[src/rtl/btn_step_gen_pkg.sv]
// Shared definitions for the push-button step generator: FSM state encoding
// and default timing constants for a 100 MHz system clock.
package btn_step_gen_pkg;

   typedef enum logic [1:0] {
      ST_IDLE   = 2'd0,
      ST_HOLD   = 2'd1,
      ST_REPEAT = 2'd2
   } state_t;

   localparam int unsigned DEF_HOLD_CYCLES   = 50_000_000;
   localparam int unsigned DEF_REPEAT_CYCLES = 10_000_000;
   localparam int unsigned DEF_RUN_DIV       = 25_000_000;
   localparam int unsigned DEF_TMR_W         = 26;
   localparam int unsigned DEF_CNT_W         = 16;

endpackage

[src/rtl/btn_tick_cnt.sv]
// Up-counter with synchronous clear and enable; tc flags that the count has
// reached the caller-selected terminal value.
module btn_tick_cnt #(
   parameter int unsigned TMR_W = 26
) (
   input  logic             clk,
   input  logic             rst_n,
   input  logic             clr,
   input  logic             en,
   input  logic [TMR_W-1:0] term,
   output logic             tc
);

   logic [TMR_W-1:0] count_reg;

   always_ff @(posedge clk or negedge rst_n) begin
      if (!rst_n) begin
         count_reg <= '0;
      end else if (clr) begin
         count_reg <= '0;
      end else if (en) begin
         count_reg <= count_reg + TMR_W'(1);
      end
   end

   assign tc = (count_reg == term);

endmodule

[src/rtl/btn_step_gen.sv]
// Turns a debounced button level into single-cycle step pulses with
// auto-repeat, or free-runs the step pulse in run mode; counts the pulses.
module btn_step_gen
   import btn_step_gen_pkg::*;
#(
   parameter int unsigned HOLD_CYCLES   = DEF_HOLD_CYCLES,
   parameter int unsigned REPEAT_CYCLES = DEF_REPEAT_CYCLES,
   parameter int unsigned RUN_DIV       = DEF_RUN_DIV,
   parameter int unsigned TMR_W         = DEF_TMR_W,
   parameter int unsigned CNT_W         = DEF_CNT_W
) (
   input  logic             clk_100MHz,
   input  logic             rst_n,
   input  logic             btn_level,
   input  logic             run_mode,
   input  logic             cnt_clr,
   output logic             step_en,
   output logic [CNT_W-1:0] step_cnt,
   output logic             hold_active
);

   localparam logic [TMR_W-1:0] HOLD_TERM   = TMR_W'(HOLD_CYCLES - 1);
   localparam logic [TMR_W-1:0] REPEAT_TERM = TMR_W'(REPEAT_CYCLES - 1);
   localparam logic [TMR_W-1:0] RUN_TERM    = TMR_W'(RUN_DIV - 1);

   state_t           state_reg, state_next;
   logic             btn_q;
   logic             run_q;
   logic             step_en_reg, step_en_next;
   logic [CNT_W-1:0] step_cnt_reg;
   logic             hold_active_reg;
   logic             rise;
   logic             tmr_clr, tmr_en, tmr_tc;
   logic [TMR_W-1:0] tmr_term;

   assign rise = btn_level & ~btn_q;

   btn_tick_cnt #(.TMR_W(TMR_W)) u_tick (
      .clk   (clk_100MHz),
      .rst_n (rst_n),
      .clr   (tmr_clr),
      .en    (tmr_en),
      .term  (tmr_term),
      .tc    (tmr_tc)
   );

   always_comb begin
      state_next   = state_reg;
      step_en_next = 1'b0;
      tmr_clr      = 1'b0;
      tmr_en       = 1'b0;
      tmr_term     = HOLD_TERM;
      if (run_mode) begin
         // First run-mode cycle restarts the divider so the period is exact.
         state_next = ST_IDLE;
         tmr_term   = RUN_TERM;
         if (!run_q) begin
            tmr_clr = 1'b1;
         end else if (tmr_tc) begin
            step_en_next = 1'b1;
            tmr_clr      = 1'b1;
         end else begin
            tmr_en = 1'b1;
         end
      end else begin
         case (state_reg)
            ST_IDLE: begin
               tmr_clr = 1'b1;
               if (rise) begin
                  step_en_next = 1'b1;
                  state_next   = ST_HOLD;
               end
            end
            ST_HOLD: begin
               tmr_term = HOLD_TERM;
               if (!btn_level) begin
                  state_next = ST_IDLE;
                  tmr_clr    = 1'b1;
               end else if (tmr_tc) begin
                  step_en_next = 1'b1;
                  tmr_clr      = 1'b1;
                  state_next   = ST_REPEAT;
               end else begin
                  tmr_en = 1'b1;
               end
            end
            ST_REPEAT: begin
               tmr_term = REPEAT_TERM;
               if (!btn_level) begin
                  state_next = ST_IDLE;
                  tmr_clr    = 1'b1;
               end else if (tmr_tc) begin
                  step_en_next = 1'b1;
                  tmr_clr      = 1'b1;
               end else begin
                  tmr_en = 1'b1;
               end
            end
            default: begin
               state_next = ST_IDLE;
               tmr_clr    = 1'b1;
            end
         endcase
      end
   end

   // btn_q resets high so a button held through reset is not seen as a press.
   always_ff @(posedge clk_100MHz or negedge rst_n) begin
      if (!rst_n) begin
         state_reg       <= ST_IDLE;
         btn_q           <= 1'b1;
         run_q           <= 1'b0;
         step_en_reg     <= 1'b0;
         step_cnt_reg    <= '0;
         hold_active_reg <= 1'b0;
      end else begin
         state_reg       <= state_next;
         btn_q           <= btn_level;
         run_q           <= run_mode;
         step_en_reg     <= step_en_next;
         hold_active_reg <= (state_next != ST_IDLE);
         if (cnt_clr) begin
            step_cnt_reg <= '0;
         end else if (step_en_reg) begin
            step_cnt_reg <= step_cnt_reg + CNT_W'(1);
         end
      end
   end

   assign step_en     = step_en_reg;
   assign step_cnt    = step_cnt_reg;
   assign hold_active = hold_active_reg;

endmodule

[config.mk]
export PLATFORM = sky130hd
export DESIGN_NAME = btn_step_gen
export DESIGN_NICKNAME = d
export VERILOG_FILES = /design/src/rtl/btn_step_gen_pkg.sv /design/src/rtl/btn_tick_cnt.sv /design/src/rtl/btn_step_gen.sv
export SDC_FILE = /design/constraint.sdc
export NUM_CORES = 1
export LEC_CHECK = 0
export CELL_PAD_IN_SITES_DETAIL_PLACEMENT = 1
export CELL_PAD_IN_SITES_GLOBAL_PLACEMENT = 1
export CORE_MARGIN = 2
export CORE_UTILIZATION = 30
export DETAILED_ROUTE_END_ITERATION = 10
export HOLD_SLACK_MARGIN = 0.08
export PLACE_DENSITY = 0.67
export SLEW_MARGIN = 20
export SYNTH_ARGS = -nofsm -noshare
export SYNTH_HDL_FRONTEND = slang
export SYNTH_SLANG_ARGS = --single-unit
[constraint.sdc]
create_clock -name clk_100MHz -period 2.03 [get_ports clk_100MHz]
set_clock_uncertainty 0.2 [all_clocks]
set_input_delay 0.609 -clock clk_100MHz [delete_from_list [all_inputs] [get_ports clk_100MHz]]
set_output_delay 0.609 -clock clk_100MHz [all_outputs]
set_load 0.01 [all_outputs]
Word-level counts from Yosys, hierarchy flattened --
Index checks and enable logic that the tools add are counted.
Storage, ports and cells: RAM bits 0, bits in latches 0, bits in read-only memories 0, memories 0, bits in registers 48
Cells by class: equality and inequality tests 3, reductions and logical operators 5, shifts and indexed selects 0, $add $sub $neg 2, $lt $le $gt $ge 0, multiplexer cells 27, divide/modulo/power cells 0, $mul 0, bitwise operators 2
Operators by type and width (number):
- $mux W26 | 4
- $mux W16 | 2
- $add A26 B1 Y26 const B | 1
- $eq A26 B26 Y1 | 1
- $add A16 B1 Y16 const B | 1
- $mux W1 | 14
- $mux W2 | 5
- $pmux W2 S3 | 1
- $reduce_bool A2 Y1 | 3
- $eq A2 B1 Y1 const B | 1
- $eq A2 B2 Y1 const B | 1
- $logic_not A2 Y1 | 1
- $pmux W1 S2 | 1
- $reduce_or A2 Y1 | 1
- $and A1 B1 Y1 | 1
- $not A1 Y1 | 1

Logic depth before layout (Yosys ltp) --
Gate-level depths: netlist (run 1).
depth in word-level cells 10, gate-level depth with buffers 9

By module --
A second synthesis (run 1) with hierarchy kept.
Unflattened totals: cell total of the unflattened synthesis 298, area, all modules 2840.2 µm²
By module, submodules not included:
- btn_tick_cnt | sequential area each 650.6 µm², cells an instance 176, instances 1, area each 1644.1 µm²
- btn_step_gen | sequential area each 551.8 µm², cells an instance 122, instances 1, area each 1196.1 µm²

Least setup slack after synthesis (run 1) --
No wires, ideal clock.
path type input port to flip-flop, from input port run_mode, to register u_tick.count_reg[20], stages on the path 7, path buffers 3, setup time 119 ps, setup slack -258 ps, data arrival time 1969 ps, cell sequence clkbuf_1 -> or3_4 -> a2111oi_4 -> a21o_1 -> buf_6 -> buf_6 -> nor2_1
On the way: longest elaborated chain between the ends 7, elaborated cells between the ends (all ways) 14, those cells by class eq/ne (1); mux (12); reduce/logical (1)
Ends and longest elaborated chain:
- start, declared | RTL line btn_step_gen.sv:15 | input logic run_mode,
- $mux W26 | RTL line btn_step_gen.sv:53 | if (run_mode) begin
- $eq A26 B26 Y1 | RTL line btn_tick_cnt.sv:26 | assign tc = (count_reg == term);
- $mux W1 | RTL line btn_step_gen.sv:59, btn_step_gen.sv:79, btn_step_gen.sv:92
- $mux W1 | RTL line btn_step_gen.sv:76 | if (!btn_level) begin
- $mux W1
- $mux W1 | RTL line btn_step_gen.sv:53
- $mux W26 or $reduce_bool A2 Y1 (tied branches)
- end signal, assigned | RTL line btn_tick_cnt.sv:22 | count_reg <= count_reg + TMR_W'(1);
- end, declared | RTL line btn_tick_cnt.sv:14 | logic [TMR_W-1:0] count_reg;
Several ways; a longest one is shown, not always the timed one. A chain may end at the register's enable or synchronous reset.

Final worst setup path (run 1) --
from register u_tick.count_reg[24], to register u_tick.count_reg[19]
On the way: longest elaborated chain between the ends 6, elaborated cells between the ends (all ways) 13, those cells by class eq/ne (1); mux (11); reduce/logical (1)
Ends and longest elaborated chain (RTL line):
- $eq A26 B26 Y1 * | btn_tick_cnt.sv:26
- $mux W1 | btn_step_gen.sv:59, btn_step_gen.sv:79, btn_step_gen.sv:92
- $mux W1 | btn_step_gen.sv:76
- $mux W1
- $mux W1 | btn_step_gen.sv:53
- $mux W26 or $reduce_bool A2 Y1 (tied branches)
Mark *: on every way between the ends. The rest lies on a longest branch, timed or not.

==> results_dict.tcl, run 1 <==
set metrics [dict create \
    outcome "finished, violations left" \
    violations "setup timing" \
    slew_headroom_pct 76.6 \
    hold_end "u_tick.count_reg[4]" \
    rsz0062_at_grt "yes" \
    worstSetupPathType "register to register" \
    area_delta_synth_final_pct 42.3 \
    overflow 0 \
    finish.utilization_pct 44.0 \
    fin_crit_ps 2270 \
    setup_viol 30 \
    worstPathRequired_ps 2030 \
    regArea_sq_mm 0.00120 \
    fmax_mhz 440 \
    vias 2220 \
    report.final.slew_viol_count 0 \
    initial_core_util_pct 30.9 \
    ys.flop_type "dfrtp_1" \
    worstPathMaxFanout 6 \
    route.detailed.drc 0 \
    hpwl_mm 4.47 \
    grt_max_degree 37 \
    async_reset_ff_share_pct 100 \
    port_buffers 22 \
    clk_latency_ps 300 \
    final_antenna_net_count 0 \
    synthTopCellsByCount "nor2_1 (49), dfrtp_1 (47), xnor2_1 (25)" \
    io_pins 23 \
    grtUsageTotal_pct 16.1 \
    fin_crit_sh_pct 112 \
    die_x_microns 96.0 \
    antenna_found_initial 0 \
    p_per_area_mw_per_mm2 509 \
    worst_pin_slew_ps 347 \
    path_clk_slew_ps 90 \
    synth_warnings 0 \
    rows 33 \
    cts_root_buffer "clkbuf_8" \
    hp-start "u_tick.count_reg[4]" \
    hold_depth 2 \
    hold_viol_final 0 \
    pre_cts_slack_ps -677 \
    ff2ff_setup_slack_ps -240 \
    yosysMostFrequentCell "nor2_1" \
    wirelength_mm 6.93 \
    multi_input_area_sq_mm 0.00138 \
    synth_area_leaders "dfrtp_1 (46%), xnor2_1 (8.6%), nor2_1 (7.2%)" \
    synth_top_area_share_pct 46.3 \
    yosysTopAreaCell "dfrtp_1" \
    die_h_microns 96.0 \
    nNetsFinal 355 \
    wire_per_inst_microns 15.4 \
    cts_max_path_buffers 2 \
    grt_pass1_wl_mm 11.4 \
    cts_buffers 5 \
    vias_per_cell 4.93 \
    rr_worst_depth 7 \
    cts_tree "done" \
    dieArea_sq_mm 0.00922 \
    fillCellCount 934 \
    grt_pass1_vias 2351 \
    holdCritPathClass "register to register" \
    cts.htree.levels 2 \
    drtPass1Iterations 4 \
    coreArea_sq_mm 0.00822 \
    endpoint_kind "register" \
    drive_above_1_share_pct 31.3 \
    synth_cells 263 \
    crit_arrival_ps 2270 \
    synthDistinctLibCells 42 \
    insertedDiodeCount 0 \
    place.gp.congestion 0.852 \
    largest_reg_flops 26 \
    fin_ws_ps -243 \
    syn_nets 274 \
    clkSinkCount 48 \
    synth-seq-cells 48 \
    ir_drop_v 0.000254 \
    synth_area_sq_mm 0.00254 \
    synth-edff-count 0 \
    drv_cap 0 \
    crit-reg2reg-launch "u_tick.count_reg[24]" \
    initialDrtViolationCount 45 \
    r2r_end "u_tick.count_reg[19]" \
    p_leak_nw 1.67 \
    yosysSeqAreaShare_pct 47.3 \
    syn_area_per_cell_sq_um 9.66 \
    start_kind "register" \
]
## worst max-delay path by stage
stage	cells past startpoint	to	slack (ps)	start
final	7	u_tick.count_reg[19]	-240	u_tick.count_reg[24]
after global routing	7	u_tick.count_reg[19]	-330	u_tick.count_reg[23]
after CTS	8	u_tick.count_reg[5]	-140	u_tick.count_reg[6]
after detailed placement	8	u_tick.count_reg[11]	-680	run_mode
after global placement	8	hold_active	-600	run_mode
after floorplan	7	u_tick.count_reg[20]	-150	run_mode
## area by class of cell
class | instances | area share [%]
multi-input cells | 197 | 38.1
flip-flops and latches | 48 | 33.3
repair buffers | 85 | 21.3
well taps | 105 | 3.63
clock buffers | 6 | 2.01
clock inverters | 2 | 0.969
inverters | 7 | 0.727
## layout by cell type, fill, tap and decap left out, types with 4 or more instances in the layout
master,instances
buf_4,55
dfrtp_1,46
nor2_1,37
xnor2_1,25
nand2_1,15
nand3_1,12
dlygate4sd2_1,11
xor2_1,10
nor2_2,9
dlymetal6s2s_1,8
o21ai_0,7
nand4_1,6
a21oi_1,6
nor4_1,6
nor3_1,6
inv_1,5
ha_1,5
clkbuf_8,5
and3_1,4
or3_1,4
## cells by family (layout without fill, tap and decap cells)
group	after synthesis	after routing	share of synthesized area (%)
muxes	2	2	0.788
DFF	48	48	47.3
and+or+nand+nor	131	131	26.7
xor gates and xnor gates	35	35	12.1
AOI/OAI and AO/OA	23	23	6.36
buffers and inverters	18	100	3.84
adders and majority gates	6	6	2.96
## per-stage QoR
step	cell area, sq um	hold WS (ps)	cells	TNS, ps	power [W]
floorplan	2590	113	263	-3200	0.00105
global placement	3160	324	420	-21320	0.00112
detailed placement	3160	337	420	-23620	0.00112
CTS	3560	372	449	-3380	0.00187
global route	3610	384	450	-8720	0.00192
finish	3610	351	450	-5980	0.00184
## critical path, stage by stage (launching register included)
cell,delay (ps)
dfrtp_1,400
or4bb_1,520
a2bb2oi_2,160
a2111oi_4,330
a21o_2,230
buf_4,140
clkbuf_16,140
nor2_1,40
## routing by layer
metal  GRT usage, %  part of all wire (%)  wire length (microns)  vias up
met5              0                     0                      0        -
met4           3.57                   1.8                    125        0
met3           3.05                   3.1                    218       11
met2           29.5                    53                   3640       34
met1           19.4                    42                   2950     1113
li1               -                     -                      -     1062
## where the power goes
| group | switching, W | internal [W] |
|---|---|---|
| Clock | 0.000328 | 0.000366 |
| Combinational | 0.0000894 | 0.0000854 |
| Sequential | 0.00000530 | 0.000966 |
## timing repair
| action | 4_1_cts | 5_1_grt |
|---|---|---|
| endpoints found under the hold margin | 12 | 0 |
| gates cloned | 2 | 1 |
| resized for setup | 41 | 24 |
| buffers inserted | 19 | 4 |
| hold buffers | 1 | 0 |
| endpoints found under the setup margin | 55 | 41 |
| pin swaps | 12 | 8 |
Power figures use the tool's default switching activity.
==> inputs of run 2 (changes only) <==
GPL_TIMING_DRIVEN = 0   (was not set)
==> results_dict.tcl, run 2 (synthesis results as in run 1) <==
set metrics [dict create \
    slew_headroom_pct 57.6 \
    worst_pin_slew_ps 636 \
    path_cells "or4bb_1, a2bb2oi_2, a2111oi_4, a21o_1, buf_6, buf_12, buf_16, nor2_2" \
    cts_max_path_buffers 2 \
    multi_input_area_sq_mm 0.00133 \
    cts_buffers 5 \
    vias 2058 \
    grt_pass1_vias 2159 \
    hold_buffers 0 \
    rr_worst_depth 8 \
    grt_pass1_wl_mm 10.7 \
    worstSetupPathType "register to register" \
    die_x_microns 96.0 \
    regArea_sq_mm 0.00121 \
    report.final.slew_viol_count 0 \
    antenna_found_initial 0 \
    io_pins 23 \
    port_buffers 21 \
    drtPass1Iterations 4 \
    worstPathRequired_ps 2030 \
    grt_max_degree 49 \
    wire_per_inst_microns 14.8 \
    fillCellCount 932 \
    outcome "finished, violations left" \
    fin_ws_ps -224 \
    start_kind "register" \
    coreArea_sq_mm 0.00822 \
    fin_crit_ps 2250 \
    hpwl_mm 4.00 \
    crit_arrival_ps 2250 \
    endpoint_kind "register" \
    initial_core_util_pct 30.9 \
    final_antenna_net_count 0 \
    hold_viol_final 0 \
    worstPathMaxFanout 5 \
    nNetsFinal 325 \
    cts_tree "done" \
    layout_common_cells "dfrtp_1 (44), nor2_1 (41), xnor2_1 (25)" \
    fin_cells 420 \
    dp_cells 389 \
    p_leak_nw 1.49 \
    fin_crit_sh_pct 111 \
    cts_root_buffer "clkbuf_8" \
    largest_reg_flops 26 \
    overflow 0 \
    initialDrtViolationCount 45 \
    drv_cap 0 \
    cp_slowest_cell "or4bb_1" \
    layout_commonest_cell "dfrtp_1" \
    path_clk_slew_ps 90 \
    die_h_microns 96.0 \
    area_delta_synth_final_pct 32.5 \
    slowest_delay_ps 510 \
    dieArea_sq_mm 0.00922 \
    place.gp.congestion 0.716 \
    clk_latency_ps 300 \
    route.detailed.drc 0 \
    holdCritPathClass "input port to async pin" \
    rsz0062_at_grt "yes" \
    drive_above_1_share_pct 22.2 \
    setup_viol 29 \
    clkSinkCount 48 \
    wirelength_mm 6.21 \
    cts.htree.levels 2 \
    placed_cell_area_sq_mm 0.00293 \
    final_area_sq_mm 0.00336 \
    vias_per_cell 4.90 \
    grtUsageTotal_pct 14.8 \
    ir_drop_v 0.000311 \
    fmax_mhz 444 \
    rows 33 \
    violations "setup timing" \
    p_per_area_mw_per_mm2 561 \
    insertedDiodeCount 0 \
]
-- run 2: changes by cell type in the layout (fill, tap and decap cells not counted), sizes merged --
cell / before / now
dlygate4sd3: 1 / 0
dlymetal6s2s: 8 / 7
clkbuf: 7 / 11
buf: 63 / 32
clkdlybuf4s50: 1 / 2
clkinv: 1 / 0
dlygate4sd2: 11 / 10
-- run 2: layer usage --
| metal | up-vias | global-route usage (%) | part of all wire [%] |
|---|---|---|---|
| met5 | - | 0 | 0 |
| met3 | 5 | 2.82 | 3.2 |
| met1 | 1026 | 20.3 | 48 |
| met2 | 29 | 24.2 | 48 |
| met4 | 0 | 3.45 | 0.87 |
| li1 | 998 | - | - |
-- run 2: area by class of cell --
cell class              count  share of cell area (%)
inverters                   7                   0.781
clock buffers               7                    2.86
multi-input cells         197                    39.5
clock inverters             1                   0.893
plain buffers               9                    3.09
repair buffers             46                    13.1
well taps                 105                    3.90
flip-flops and latches     48                    35.8
-- run 2: final timing paths --
| path | from | endpoint | slack (ps) |
|---|---|---|---|
| worst max-delay path | u_tick.count_reg[6] | u_tick.count_reg[16] | -220 |
| worst min-delay path | rst_n | state_reg[0] | 120 |
| worst max register to register | u_tick.count_reg[6] | u_tick.count_reg[16] | -220 |
| worst min register to register | step_cnt[15] | step_cnt[15] | 350 |
| max in group asynchronous | rst_n | u_tick.count_reg[6] | 1050 |
| min in group clk_100MHz | run_mode | run_q | 300 |
-- run 2: power breakdown --
part	total (W)	internal (W)	switching, W
clock	0.000757	0.000435	0.000322
sequential	0.000971	0.000966	0.00000512
combinational	0.000159	0.0000756	0.0000836
-- run 2: what timing repair did --
action                                  CTS  global route
pin swaps                                 5             4
endpoints found under the setup margin   47            39
setup buffers                            23             2
gates resized for setup                  30            19
cloned                                    1             0
-- run 2: per-stage QoR --
stage | util (%) | setup WS (ps) | total power, W | setup TNS [ps] | hold slack, ps
final | 40.9 | -224 | 0.00189 | -4430 | 121
after global routing | 40.9 | -310 | 0.00199 | -7070 | 162
after CTS | 39.9 | -216 | 0.00192 | -3880 | 137
after detailed placement | 35.6 | -988 | 0.00111 | -27810 | 338
after global placement | 35.6 | -1360 | 0.00111 | -92100 | 314
after floorplan | - | -151 | 0.00105 | -3200 | 113
-- run 2: worst max-delay path, delay by kind of cell, from the launching register on --
kind / cells / cell delay [ps]
AOI/OAI and AO/OA: 3 / 600
buffers and inverters: 3 / 360
DFF: 1 / 430
and+or+nand+nor: 2 / 550
==> inputs of run 3 (changes only) <==
SLEW_MARGIN = 5   (was 20)
==> results_dict.tcl, run 3 (synthesis results as in run 1) <==
set metrics [dict create \
    critical_path_buf_inv_count 3 \
    worstPathRequired_ps 2030 \
    setup_viol 30 \
    final_antenna_net_count 0 \
    place.gp.congestion 0.716 \
    antenna_found_initial 0 \
    vias 2096 \
    initial_core_util_pct 30.9 \
    drive_above_1_share_pct 25.3 \
    wire_per_inst_microns 15.1 \
    cp_slowest_cell "or4bb_1" \
    layout_commonest_cell "dfrtp_1" \
    worstSetupPathType "register to register" \
    clkSinkCount 48 \
    critPathLaunch "u_tick.count_reg[23]" \
    p_per_area_mw_per_mm2 547 \
    rows 33 \
    cts_root_buffer "clkbuf_8" \
    fin_crit_sh_pct 112 \
    fillCellCount 934 \
    rr_worst_depth 8 \
    dieArea_sq_mm 0.00922 \
    p_leak_nw 1.57 \
    wirelength_mm 6.43 \
    cts_tree "done" \
    io_pins 23 \
    ff2ff_setup_slack_ps -240 \
    finalSetupTns_ps -4980 \
    p_total_w 0.00189 \
    cp.depth 8 \
    fmax_mhz 441 \
    regArea_sq_mm 0.00121 \
    hold_depth 1 \
    outcome "finished, violations left" \
    grtUsageTotal_pct 15.3 \
    endpoint_kind "register" \
    area_delta_synth_final_pct 36.1 \
    fin_crit_ps 2270 \
    final_area_sq_mm 0.00346 \
    die_x_microns 96.0 \
    placed_cell_area_sq_mm 0.00294 \
    cts_max_path_buffers 2 \
    layout_common_cells "dfrtp_1 (44), nor2_1 (39), xnor2_1 (25), buf_4 (25), nand2_1 (16)" \
    port_buffers 21 \
    clk_latency_ps 310 \
    path_cells "or4bb_1, a2bb2oi_2, a2111oi_4, a21o_1, buf_6, buf_12, buf_8, nor2_1" \
    worst_pin_slew_ps 546 \
    route.detailed.drc 0 \
    r2r_end "u_tick.count_reg[13]" \
    slew_headroom_pct 63.5 \
    whs_ps 291 \
    drtPass1Iterations 4 \
    crit_end "u_tick.count_reg[13]" \
    initialDrtViolationCount 58 \
    grt_pass1_vias 2247 \
    coreArea_sq_mm 0.00822 \
    crit_family "compound AO/OA/AOI/OAI gates" \
    cts.htree.levels 2 \
    multi_input_area_sq_mm 0.00139 \
    rsz0062_at_grt "yes" \
    grt_pass1_wl_mm 11.0 \
    nNetsFinal 330 \
    worstPathMaxFanout 5 \
    report.final.slew_viol_count 0 \
    fin_ws_ps -238 \
    crit-reg2reg-launch "u_tick.count_reg[23]" \
    slowest_delay_ps 530 \
    hold_viol_final 0 \
    overflow 0 \
    insertedDiodeCount 0 \
    die_h_microns 96.0 \
    largest_reg_flops 26 \
    grt_max_degree 35 \
    vias_per_cell 4.93 \
    holdCritPathClass "input port to register" \
    violations "setup timing" \
    start_kind "register" \
    crit_arrival_ps 2270 \
    path_clk_slew_ps 90 \
    pre_cts_slack_ps -991 \
    hpwl_mm 4.10 \
    cts_buffers 5 \
    drv_cap 0 \
    ir_drop_v 0.000252 \
]
run 3: cell count changes in the layout (fill, tap and decap cells not counted), sizes merged:
cell,before,now
dlygate4sd3,0,1
dlygate4sd2,10,9
dlymetal6s2s,7,8
buf,32,36
run 3: where the power goes:
part / internal [W] / switching [W] / total, W
logic: 0.0000739 / 0.0000842 / 0.000158
clock network: 0.000435 / 0.000327 / 0.000762
registers: 0.000966 / 0.00000478 / 0.000971
run 3: worst min-delay path by stage:
stage                        start             endpoint  slack (ps)
2_1_floorplan                rst_n          hold_active         110
3_3_place_gp   u_tick.count_reg[0]  u_tick.count_reg[0]         310
3_5_place_dp   u_tick.count_reg[0]  u_tick.count_reg[0]         330
4_1_cts                   run_mode                run_q         280
5_1_grt                   run_mode                run_q         270
6_report                  run_mode                run_q         290
run 3: area by class of cell:
| cell class | count | area share [%] |
|---|---|---|
| Clock buffer | 7 | 2.79 |
| Timing Repair Buffer | 51 | 13.8 |
| Clock inverter | 1 | 0.869 |
| Buffer | 9 | 3.00 |
| Inverter | 7 | 0.760 |
| Sequential cell | 48 | 34.9 |
| Multi-Input combinational cell | 197 | 40.1 |
| Tap cell | 105 | 3.80 |
run 3: repair_timing:
item / CTS / global route
hold buffers: 1 / 0
gates resized for setup: 30 / 30
setup endpoints to repair: 46 / 43
buffers inserted: 24 / 4
gates cloned: 1 / 0
pin swaps: 7 / 3
endpoints found under the hold margin: 14 / 0
run 3: metal layers:
metal,wire [microns],track usage (%)
met3,177,3.13
met5,0,0
met1,3120,20.9
met2,3060,24.9
met4,72,3.93
run 3: per-stage QoR:
stage	util, %	std cells
after floorplan	-	263
after global placement	35.6	389
after detailed placement	35.8	390
after CTS	40.6	423
after global routing	42.1	425
final	42.1	425
